`src/rtl/fp_arith_pkg.sv`:
```
// Shared arithmetic definitions: FSM state encoding and default operand width
// used by the shift-add multiplier and the restoring divider.
package fp_arith_pkg;

    localparam int DEFAULT_N = 4;

    typedef enum logic [1:0] {
        IDLE = 2'd0,
        RUN  = 2'd1,
        DONE = 2'd2
    } fsm_state_t;

endpackage

```
`src/rtl/fp_shift_add_mult.sv`:
```
// Sequential shift-add multiplier reconstructing a dividend: result = q*b + rem.
// Fixed latency of N RUN cycles, one-cycle done pulse, result held until the next completion.
module fp_shift_add_mult
    import fp_arith_pkg::*;
#(
    parameter int N = DEFAULT_N
) (
    input  logic           clk,
    input  logic           rst,
    input  logic           start,
    input  logic [N-1:0]   q,
    input  logic [N-1:0]   b,
    input  logic [N-1:0]   rem,
    output logic [2*N-1:0] result,
    output logic           busy,
    output logic           done
);

    localparam int            CW        = $clog2(N + 1);
    localparam logic [CW-1:0] LAST_ITER = CW'(N - 1);

    fsm_state_t     state_r;
    fsm_state_t     state_next_s;
    logic [N-1:0]   mplier_r;
    logic [N-1:0]   mcand_r;
    logic [2*N-1:0] acc_r;
    logic [2*N-1:0] addend_s;
    logic [2*N-1:0] acc_sum_s;
    logic [2*N-1:0] result_r;
    logic [CW-1:0]  cnt_r;
    logic           busy_r;
    logic           done_r;
    logic           last_iter_s;

    assign last_iter_s = (cnt_r == LAST_ITER);

    // Single 2N-bit adder: accumulate the multiplicand weighted by the current bit position.
    always_comb begin
        addend_s = {(2*N){1'b0}};
        if (mplier_r[0]) begin
            addend_s = {{N{1'b0}}, mcand_r} << cnt_r;
        end else begin
            addend_s = {(2*N){1'b0}};
        end
        acc_sum_s = acc_r + addend_s;
    end

    // Next-state logic for the IDLE/RUN/DONE controller.
    always_comb begin
        state_next_s = state_r;
        case (state_r)
            IDLE: begin
                if (start) begin
                    state_next_s = RUN;
                end else begin
                    state_next_s = IDLE;
                end
            end
            RUN: begin
                if (last_iter_s) begin
                    state_next_s = DONE;
                end else begin
                    state_next_s = RUN;
                end
            end
            DONE:    state_next_s = IDLE;
            default: state_next_s = IDLE;
        endcase
    end

    // State, datapath and registered status outputs.
    always_ff @(posedge clk) begin
        if (rst) begin
            state_r  <= IDLE;
            mplier_r <= {N{1'b0}};
            mcand_r  <= {N{1'b0}};
            acc_r    <= {(2*N){1'b0}};
            cnt_r    <= {CW{1'b0}};
            result_r <= {(2*N){1'b0}};
            busy_r   <= 1'b0;
            done_r   <= 1'b0;
        end else begin
            state_r <= state_next_s;
            busy_r  <= (state_next_s == RUN);
            done_r  <= (state_next_s == DONE);
            case (state_r)
                IDLE: begin
                    if (start) begin
                        mplier_r <= q;
                        mcand_r  <= b;
                        acc_r    <= {{N{1'b0}}, rem};
                        cnt_r    <= {CW{1'b0}};
                    end
                end
                RUN: begin
                    // Always N iterations, so latency is independent of operand values.
                    acc_r    <= acc_sum_s;
                    mplier_r <= mplier_r >> 1;
                    cnt_r    <= cnt_r + CW'(1);
                    if (last_iter_s) begin
                        result_r <= acc_sum_s;
                    end
                end
                default: begin
                end
            endcase
        end
    end

    assign result = result_r;
    assign busy   = busy_r;
    assign done   = done_r;

endmodule

```
`config.mk`:
```
export PLATFORM = sky130hd
export DESIGN_NAME = fp_shift_add_mult
export DESIGN_NICKNAME = d
export VERILOG_FILES = /design/src/rtl/fp_arith_pkg.sv /design/src/rtl/fp_shift_add_mult.sv
export SDC_FILE = /design/constraint.sdc
export NUM_CORES = 1
export LEC_CHECK = 0
export ABC_CLOCK_PERIOD_IN_PS = 2600
export CAP_MARGIN = 5
export CORE_UTILIZATION = 44
export CTS_CLUSTER_DIAMETER = 80
export DETAILED_ROUTE_END_ITERATION = 8
export GPL_TIMING_DRIVEN = 0
export PLACE_DENSITY = 0.67
export SYNTH_ARGS = -nofsm -noshare
export SYNTH_HDL_FRONTEND = slang
export SYNTH_SLANG_ARGS = --single-unit
```
`constraint.sdc`:
```
create_clock -name clk -period 2.6 [get_ports clk]
set_input_delay 0.26 -clock clk [delete_from_list [all_inputs] [get_ports clk]]
set_output_delay 0.26 -clock clk [all_outputs]
set_load 0.02 [all_outputs]
```
==> Implementation_results.wiki <==
{| class="wikitable"
! Metric !! Value
|-
| Placed standard-cell area || 0.00199 mm²
|-
| # DRC || 0
|-
| Power density of the placed cells || 460 mW/mm²
|-
| Die X || 64.2 µm
|-
| Max-cap violations || 0
|-
| Path type of the worst setup path || reg2reg
|-
| Slew at the pin with the worst max-slew slack || 0.547 ns
|-
| Pin count of the biggest net entering global routing || 11
|-
| Number of fillers in the final layout || 366
|-
| Non-Filler Instances || 290
|-
| Number of flops mapped to enable cells by yosys || 0
|-
| Worst clock skew || 0.00390 ns
|-
| Top_reg_cell synth || dfxtp_1
|-
| Antenna cells || 0
|-
| Layout overhead on the synthesized area || 26.5%
|-
| First-pass GRT wire length || 6.58 mm
|-
| Cell total after placement || 280
|-
| Async SR Flop Fraction || 0%
|-
| Count of endpoints failing setup in the final report || 0
|-
| Post-layout instance area || 0.00215 mm²
|-
| Most common cell after layout, fill and taps aside || nand2_1
|-
| Slew Limit Fails || 0
|-
| Clock input transition at the sequential cells of the worst setup and hold paths || 0.06 ns
|-
| Highest fanout seen on the critical path || 8
|-
| Remaining number of nets flagged by the antenna check after routing || 0
|-
| Part of the Yosys area used for sequential elements || 36.5%
|-
| VDD IR max || 378 µV
|-
| Routed length per instance || 13.5 µm
|-
| Timing-limited maximum frequency || 393 MHz
|-
| Post-CTS Hold Fix Bufs || 0
|-
| Synthesis Warnings || 0
|-
| Endpoint required time on the critical path || 2.78 ns
|-
| Final estimated routing congestion in global placement || 0.887
|-
| Worst setup SP type || flip-flop
|-
| Remaining Overflow, GRT || 0
|-
| Average footprint of a synthesized cell || 8.14 µm²
|-
| Routed via count || 1,553
|-
| Initial standard-cell utilization of the core || 46.1%
|-
| Hold violation count in the final report || 0
|-
| Classification of the worst-slack hold path || in2reg
|-
| Average via count per standard cell || 5.36
|-
| Clk Latency, worst-skew pair || 0.28 ns
|-
| Count of different cell masters after synthesis || 41
|-
| Data arrival, critical path || 2.73 ns
|-
| First-pass detailed-route iteration total || 4
|-
| Level count of the clock H-tree || 2
|-
| Routed wire length || 3.91 mm
|-
| Count of buffers inserted at the top-level ports || 23
|-
| Layout cell share with drive strength beyond 1 || 10.7%
|-
| Flip-flop and latch count after synthesis || 31
|-
| Sinks on the clock net || 31
|-
| Antenna violations before repair || 0
|-
| Final min period || 2.54 ns
|-
| Cell count after synthesis || 209
|-
| Static leakage || 0.000850 µW
|-
| Net count after synthesis || 234
|-
| Number of buffers added by the clock tree synthesis step || 5
|-
| Area of the mapped netlist || 0.00170 mm²
|-
| Row Count || 22
|-
| Total track usage || 21.4%
|-
| Core outline area || 0.00369 mm²
|-
| Count of routing violations after the opening detailed-route iteration || 32
|-
| Maximum number of buffers from clock root to sink || 2
|-
| Crit share post-route || 97.9%
|-
| HPWL after DPL || 2.91 mm
|-
| Top library cells by usage in the layout, fill and taps aside || nand2_1 (31), nor2_1 (30), dfxtp_1 (28)
|-
| Clock Tree Root || clkbuf_8
|-
| Vert. Die Dim || 64.2 µm
|-
| Die Footprint || 0.00412 mm²
|-
| Via count of the first global-routing pass || 1,408
|-
| Setup crit end kind || flip-flop
|-
| Number of nets in the finished design || 268
|-
| Setup repair after global routing missed its margin || true
|-
| Worst max-slew margin expressed relative to the limit || 63.5%
|-
| Result of the run || finished, final reports clean
|-
| Clock tree from TritonCTS || done
|-
| Io pins || 25
|}
==> routing by layer <==
metal	global-route usage (%)	up-vias	wire length [µm]
met5	0	-	0
met4	10.3	0	50
met3	5.18	4	223
met2	30.9	42	1690
met1	29.5	697	1940
li1	-	810	-
==> critical path, cell delays in order (launching register included) <==
cell and delay, ns:
dfxtp_2 0.33, buf_6 0.12, mux2_4 0.33, nor2_2 0.08, a211oi_1 0.05, ha_1 0.34
nor2b_4 0.14, o31a_1 0.32, o21ai_2 0.16, or4b_4 0.47, o311ai_1 0.09
==> registers in the layout (all words and copies together) (netlist names) <==
signal,count
done,1
mcand_r,4
result,8
cnt_r,3
state_r,2
acc_r,8
mplier_r,4
busy,1
==> report_power, final <==
part,internal [µW],total [µW],leakage (µW),switching (µW)
Combinational,66.5,145,0.000558,78.8
Clock,178,334,0.0000371,156
Sequential,494,512,0.000254,17.8
Total,738,991,0.000850,253
==> Yosys cell counts (all sizes together), types with 2 or more instances <==
| cell | instances | area (µm²) |
|---|---|---|
| nand2 | 31 | 116 |
| nand4b | 3 | 26.3 |
| nand3b | 2 | 15.0 |
| o21ai | 9 | 45.0 |
| and3b | 2 | 17.5 |
| and3 | 3 | 18.8 |
| clkbuf | 8 | 30.0 |
| a211oi | 4 | 30.0 |
| mux2 | 3 | 41.3 |
| nand3 | 5 | 25.0 |
| dfxtp | 31 | 621 |
| ha | 9 | 113 |
| xor2 | 3 | 26.3 |
| and2 | 2 | 12.5 |
| mux2i | 2 | 20.0 |
| nand2b | 4 | 25.0 |
| xnor2 | 2 | 17.5 |
| nor2b | 5 | 31.3 |
| inv | 4 | 15.0 |
| o31ai | 2 | 15.0 |
| o311ai | 2 | 17.5 |
| a22oi | 5 | 51.3 |
| buf | 3 | 18.8 |
| nor2 | 31 | 116 |
| or4b | 2 | 20.0 |
| a311oi | 5 | 43.8 |
| a21oi | 17 | 85.1 |
==> what timing repair did <==
| action | 4_1_cts | 5_1_grt |
|---|---|---|
| setup buffers | 0 | 4 |
| gates resized for setup | 1 | 14 |
| setup endpoints to repair | 2 | 4 |
| pin swaps | 0 | 5 |
==> path summary, 6_finish.rpt <==
path	start	endpoint	slack, ns	cells past startpoint
worst max-delay path	cnt_r[1]	result[6]	0.06	10
worst min-delay path	rst	acc_r[7]	0.45	4
worst max register to register	cnt_r[1]	result[6]	0.06	10
worst min register to register	result[0]	result[0]	0.45	2
==> metrics by stage <==
stage,total power (µW),setup WS [ns],setup TNS (ns),hold WS (ns),util (%)
floorplan,606,0.214,0,0.396,-
global placement,658,-0.0895,-0.173,0.445,54.0
detailed placement,659,-0.0861,-0.165,0.445,54.0
CTS,998,0.0156,0,0.431,56.0
global route,1050,-0.0274,-0.0633,0.474,58.4
finish,991,0.0554,0,0.446,58.4
==> kinds of logic (layout without fill, tap and decap cells) <==
kind of cell               Yosys count  in the layout  share of synthesized area (%)
buffers and inverters               15             48                           3.75
muxes                                5              5                           3.60
AOI/OAI and AO/OA                   49             49                           19.3
DFF                                 31             31                           36.5
and+or+nand+nor                     94             94                           26.5
xor gates and xnor gates             5              5                           2.57
adders and majority gates           10             10                           7.79
==> cell type report <==
cell class	count	area [µm²]	share of cell area [%]
timing repair buffer	27	260	12.1
sequential	31	627	29.1
inverter	4	15.0	0.697
tap	48	60.1	2.79
multi-input combinational	163	1070	49.5
clock buffer	6	72.6	3.37
buffer	11	52.6	2.44
Power figures use the tool's default switching activity.
==> RTL edit 1 (same settings) <==
Set the package constant `DEFAULT_N` to 8 (it was 4).
--- a/src/rtl/fp_arith_pkg.sv
+++ b/src/rtl/fp_arith_pkg.sv
@@ -4,3 +4,3 @@
 
-    localparam int DEFAULT_N = 4;
+    localparam int DEFAULT_N = 8;
 
Interface: changed (resized b, q, rem and result); port bits go from 25 to 45. The function was not compared with the original's and may differ.
==> RTL edit 1 against the unedited design <==
  * The run now ends with negative setup slack left
  * Area after synthesis grew 100%
  * Critical path depth grew 1
  * Utilization grew 7.0 points
  * Final area grew 120%
  * Total power grew 110%
  * Final cell count grew 110%
  * Sequential cell count grew 25
  * Wire length grew to 2.6 times the old value
  * Worst setup slack lost 0.50 ns
  * First-iteration DRC count grew to 5.9 times the old value
  * Clock power grew 140%
  * Fmax shrank 16%
  * Critical path type unchanged
  * Critical endpoint is now acc_r[13]$_SDFFE_PP0P_
  * Largest cell class unchanged
  * Largest power group unchanged
==> RTL edit 1: results (changes against the unedited design) <==
- Status: finished with violations
- Failing checks: negative setup slack
- Nets@finish: 553 (+110%)
- HPWL after DPL: 6.878 mm (+140%)
- Seq/Total Area, Yosys: 0.3300 (-0.03469)
- WL final: 10.32 mm (+160%)
- Largest cells by area after synthesis: dfxtp_1, nand2_1, a21oi_1
- Crit path DAT: 3.28 ns (+0.55 ns)
- VDD IR max: 0.0002269 V (-40%)
- Syn Inst Count: 428 (+100%)
- Commonest cells post-synth: nand2_1, dfxtp_1, nor2_1, a21oi_1, clkbuf_1
- Yosys top cell area share: 0.3300 (-0.03469)
- Setup violators final: 20 (+20)
- TritonCTS Buffers: 5 (unchanged)
- Buffers on Ports: 43 (+87%)
- Setup Slack @ Placement: -0.7783 ns (-0.6922 ns)
- Setup TNS: -5.780 ns (-5.780 ns)
- Placed Cells: 570 (+100%)
- CTS clk-pin slew, worst paths: 0.11 ns (+0.05 ns)
- Static leakage: 0.001821 uW (+110%)
- Largest net degree at the start of global routing: 18 (+7)
- Clock latency on the worst-skew pair: 0.32 ns (+0.04 ns)
- Layout cells sized above 1: 0.2529 (+0.1455)
- Internal Power: 1540 uW (+110%)
- DRT iter0 DRCs: 189 (+490%)
- Vias in the first global route: 3,421 (+140%)
- Filler cells: 648 (+77%)
- Net Count, Synth: 472 (+100%)
- Final GP Congestion: 0.9054 (+2.1%)
- Post-Route Skew: 0.01161 ns (+0.007711 ns)
- Worst slew pin tran: 0.9095 ns (+0.3623 ns)
- Worst Slack Setup Final: -0.4457 ns (-0.5011 ns)
- GRT Resource Usage Total: 0.2551 (+0.04112)
- Slowest CP cell: mux4_2
==> RTL edit 1: cell types whose count changed after synthesis, moves of 8 or more <==
cell | before | now
nand3_1 | 5 | 16
nor2_1 | 31 | 49
a21oi_1 | 17 | 42
clkbuf_1 | 8 | 17
mux2i_1 | 2 | 10
nand2_1 | 31 | 60
nor4_1 | 0 | 9
dfxtp_1 | 31 | 56
==> RTL edit 1: worst paths after layout <==
path	slack (ns)	depth (start not counted)	from	to
worst max-delay path	-0.45	11	cnt_r[1]$_SDFFE_PP0P_	acc_r[13]$_SDFFE_PP0P_
worst min-delay path	0.43	3	rst	acc_r[10]$_SDFFE_PP0P_
worst max register to register	-0.45	11	cnt_r[1]$_SDFFE_PP0P_	acc_r[13]$_SDFFE_PP0P_
worst min register to register	0.46	2	result[3]$_SDFFE_PP0P_	result[3]$_SDFFE_PP0P_
==> RTL edit 1: through the flow <==
stage / area, sq um / util
6_report: 4817 / 0.6537
5_1_grt: 4817 / 0.6537
4_1_cts: 4662 / 0.6326
3_5_place_dp: 4050 / 0.5496
3_3_place_gp: 4050 / 0.5496
2_1_floorplan: 3496 / -
==> RTL edit 1: metal layers <==
layer  wire length, um  GRT usage  vias up
met5                 0          0        -
met4               206    0.08199        0
met3               619    0.05161       16
met2              4948     0.4237      105
met1              4544     0.3319     1641
li1                  -          -     1688
==> RTL edit 1: critical path: cells and delay by family, from the launching register on <==
kind                       cells  cell delay (ns)
AOI/OAI and AO/OA              4             1.22
and+or+nand+nor                4             0.38
adders and majority gates      1             0.34
DFF                            1             0.42
buffers and inverters          1             0.13
muxes                          1             0.48
==> RTL edit 1: kinds of logic after synthesis <==
| group | after synthesis | synth area share |
|---|---|---|
| compound gates | 100 | 0.2000 |
| xor+xnor | 10 | 0.02578 |
| fa+ha+maj | 17 | 0.06482 |
| buf+inv | 38 | 0.04752 |
| flops | 56 | 0.3300 |
| mux | 19 | 0.06262 |
| simple gates | 188 | 0.2693 |
==> RTL edit 1: timing repair <==
item                                    4_1_cts  5_1_grt
pin swaps                                    26       23
endpoints found under the setup margin       21       23
gates resized for setup                      54       24
cloned                                        0        0
hold endpoints to repair                      0        0
hold buffers                                  0        0
buffers inserted                             27        7
==> RTL edit 1: power by group through the flow <==
| stage | logic (uW) | clock network [uW] | registers (uW) |
|---|---|---|---|
| 6_report | 368 | 798 | 919 |
| 2_1_floorplan | 200 | 0 | 929 |
| 3_5_place_dp | 301 | 0 | 934 |
| 3_3_place_gp | 298 | 0 | 933 |
| 5_1_grt | 400 | 838 | 924 |
| 4_1_cts | 347 | 802 | 916 |
==> RTL edit 1: cell type report <==
type	instances	share of cell area
multi-input combinational	334	0.5177
sequential	56	0.2343
inverter	7	0.005455
buffer	28	0.04078
clock buffer	5	0.01429
clock inverter	3	0.01870
tap	99	0.02571
timing repair buffer	77	0.1431
==> RTL edit 2 (config.mk and constraints unchanged) <==
Made on the original files. Put one more register stage on the output `result`, with the module's reset. The value now appears one clock later. The other outputs are not delayed to match. Comments in the files are not updated.
--- a/src/rtl/fp_shift_add_mult.sv
+++ b/src/rtl/fp_shift_add_mult.sv
@@ -109,3 +109,9 @@
 
-    assign result = result_r;
+    always_ff @(posedge clk) begin
+        if (rst) begin
+            result <= '0;
+        end else begin
+            result <= result_r;
+        end
+    end
     assign busy   = busy_r;
Formal check against the unedited RTL: not equivalent (Yosys sat finds a counterexample within 10 cycles, from zero or initial values and one cycle with rst high).
==> RTL edit 2 against the unedited design <==
  * Clock power grew 83%
  * Total power up 40%
  * Worst setup slack improved by 0.080 ns
  * Wire length increased by 3.8%
  * Final area increased by 11%
  * Sequential cell count is 8 higher
  * Area after synthesis is 13% higher
  * Die area grew 12%
  * First-iteration DRC count increased to 3.0 times the old value
  * Clock skew grew 0.0013 ns
  * Critical path type unchanged
==> RTL edit 2: results (changes against the unedited design) <==
- Slowest CP cell: ha_2
- VDD IR max: 0.0001963 V (-48%)
- Post-Route Skew: 0.005212 ns (+0.001310 ns)
- R2R Setup Slk: 0.14 ns (+0.08 ns)
- CTS clk-pin slew, worst paths: 0.08 ns (+0.02 ns)
- Status: finished clean
- CP delay by family, top: compound AO/OA/AOI/OAI gates
- Seq/Total Area, Yosys: 0.4073 (+0.04260)
- Net Count, Synth: 253 (+8.1%)
- Vias in the first global route: 1,492 (+6.0%)
- Worst hold endpoint: result_r[3]$_SDFFE_PP0P_
- GRT Resource Usage Total: 0.2055 (-0.008505)
- Hold Slack: 0.4518 ns (+0.006312 ns)
- Tightest Hold Check Type: register to register
- Finished Layout Cells: 309 (+6.6%)
- Final GP Congestion: 0.7936 (-11%)
- CP peak stage delay: 0.38 ns (-0.09 ns)
- WL final: 4.062 mm (+3.8%)
- DRT iter0 DRCs: 95 (+200%)
- Reg2Reg Depth: 11 (+1)
- Filler cells: 378 (+3.3%)
- Setup Slack @ Placement: -0.08922 ns (-0.003164 ns)
- Synth Area per Inst: 8.407 sq um (+3.3%)
- Layout cells sized above 1: 0.1042 (-0.003191)
- Placed Cells: 302 (+7.9%)
- Largest net degree at the start of global routing: 14 (+3)
- Crit path DAT: 2.66 ns (-0.07 ns)
- Largest cells by area after synthesis: dfxtp_1, nand2_1, ha_1
- Global-route wire length before repair: 6.844 mm (+4.0%)
- Buffers on Ports: 24 (+4.3%)
- Static leakage: 0.0009060 uW (+6.6%)
- Clock latency on the worst-skew pair: 0.30 ns (+0.02 ns)
- Crit-path max FO: 10 (+2)
- Via/cell ratio: 5.269 (-1.6%)
- HPWL after DPL: 2.976 mm (+2.3%)
-- RTL edit 2: changes by cell type in the layout (fill, tap and decap cells not counted), moves of 3 or more --
cell     delta
and3_1      -3
o21ai_0     +3
a21oi_1     -3
nor3_1      +4
dfxtp_1     +9
nor2b_1     +8
inv_1       +3
buf_4       -3
xor2_1      -3
-- RTL edit 2: worst max-delay path by stage --
stage | from | endpoint | slack [ns] | depth (start not counted)
finish | cnt_r[1]$_SDFFE_PP0P_ | acc_r[7]$_SDFFE_PP0P_ | 0.14 | 11
floorplan | cnt_r[0]$_SDFFE_PP0P_ | acc_r[7]$_SDFFE_PP0P_ | 0.21 | 10
global route | cnt_r[1]$_SDFFE_PP0P_ | result_r[6]$_SDFFE_PP0P_ | 0.03 | 11
CTS | cnt_r[0]$_SDFFE_PP0P_ | acc_r[7]$_SDFFE_PP0P_ | 0.04 | 12
global placement | cnt_r[0]$_SDFFE_PP0P_ | result_r[6]$_SDFFE_PP0P_ | -0.09 | 10
detailed placement | cnt_r[0]$_SDFFE_PP0P_ | result_r[6]$_SDFFE_PP0P_ | -0.09 | 10
-- RTL edit 2: tightest hold or removal path, cell delays in order, from the launching register on --
cell	delay (ns)
dfxtp_1	0.31
nand2_1	0.05
a21oi_1	0.05
-- RTL edit 2: repair_timing --
item,CTS,global route
endpoints found under the setup margin,3,9
resized for setup,2,11
pin swaps,0,2
setup buffers,0,1
-- RTL edit 2: area by class of cell --
class | instances | area (sq um) | share of cell area
clock buffers | 5 | 68.82 | 0.02869
inverters | 7 | 26.28 | 0.01095
plain buffers | 11 | 53.80 | 0.02243
well taps | 50 | 62.56 | 0.02608
multi-input cells | 169 | 1089 | 0.4538
repair buffers | 25 | 247.7 | 0.1033
flip-flops and latches | 39 | 783.3 | 0.3266
clock inverters | 3 | 67.56 | 0.02817
-- RTL edit 2: routing by layer --
| metal | vias to the layer above | GRT usage | part of all wire |
|---|---|---|---|
| met1 | 729 | 0.2647 | 0.51 |
| li1 | 849 | - | - |
| met4 | 0 | 0.1094 | 0.035 |
| met5 | - | 0 | 0 |
| met2 | 38 | 0.3088 | 0.42 |
| met3 | 12 | 0.05667 | 0.040 |
-- RTL edit 2: where the power goes --
part | switching [uW] | internal (uW) | leakage (uW)
clock network | 229 | 383 | 0.0000644
registers | 15.3 | 615 | 0.000318
logic | 78.4 | 63.6 | 0.000523
-- RTL edit 2: cell families (layout without fill, tap and decap cells) --
logic type               count (synthesis)  in the layout  synth area share
AND/OR/NAND/NOR                         96             96            0.2337
adder cells (fa/ha/maj)                 10             10           0.06919
XOR/XNOR                                 5              5           0.02676
AO/OA/AOI/OAI                           53             53            0.1886
buffers and inverters                   20             51           0.04373
flip-flops                              39             39            0.4073
multiplexers                             5              5           0.03068
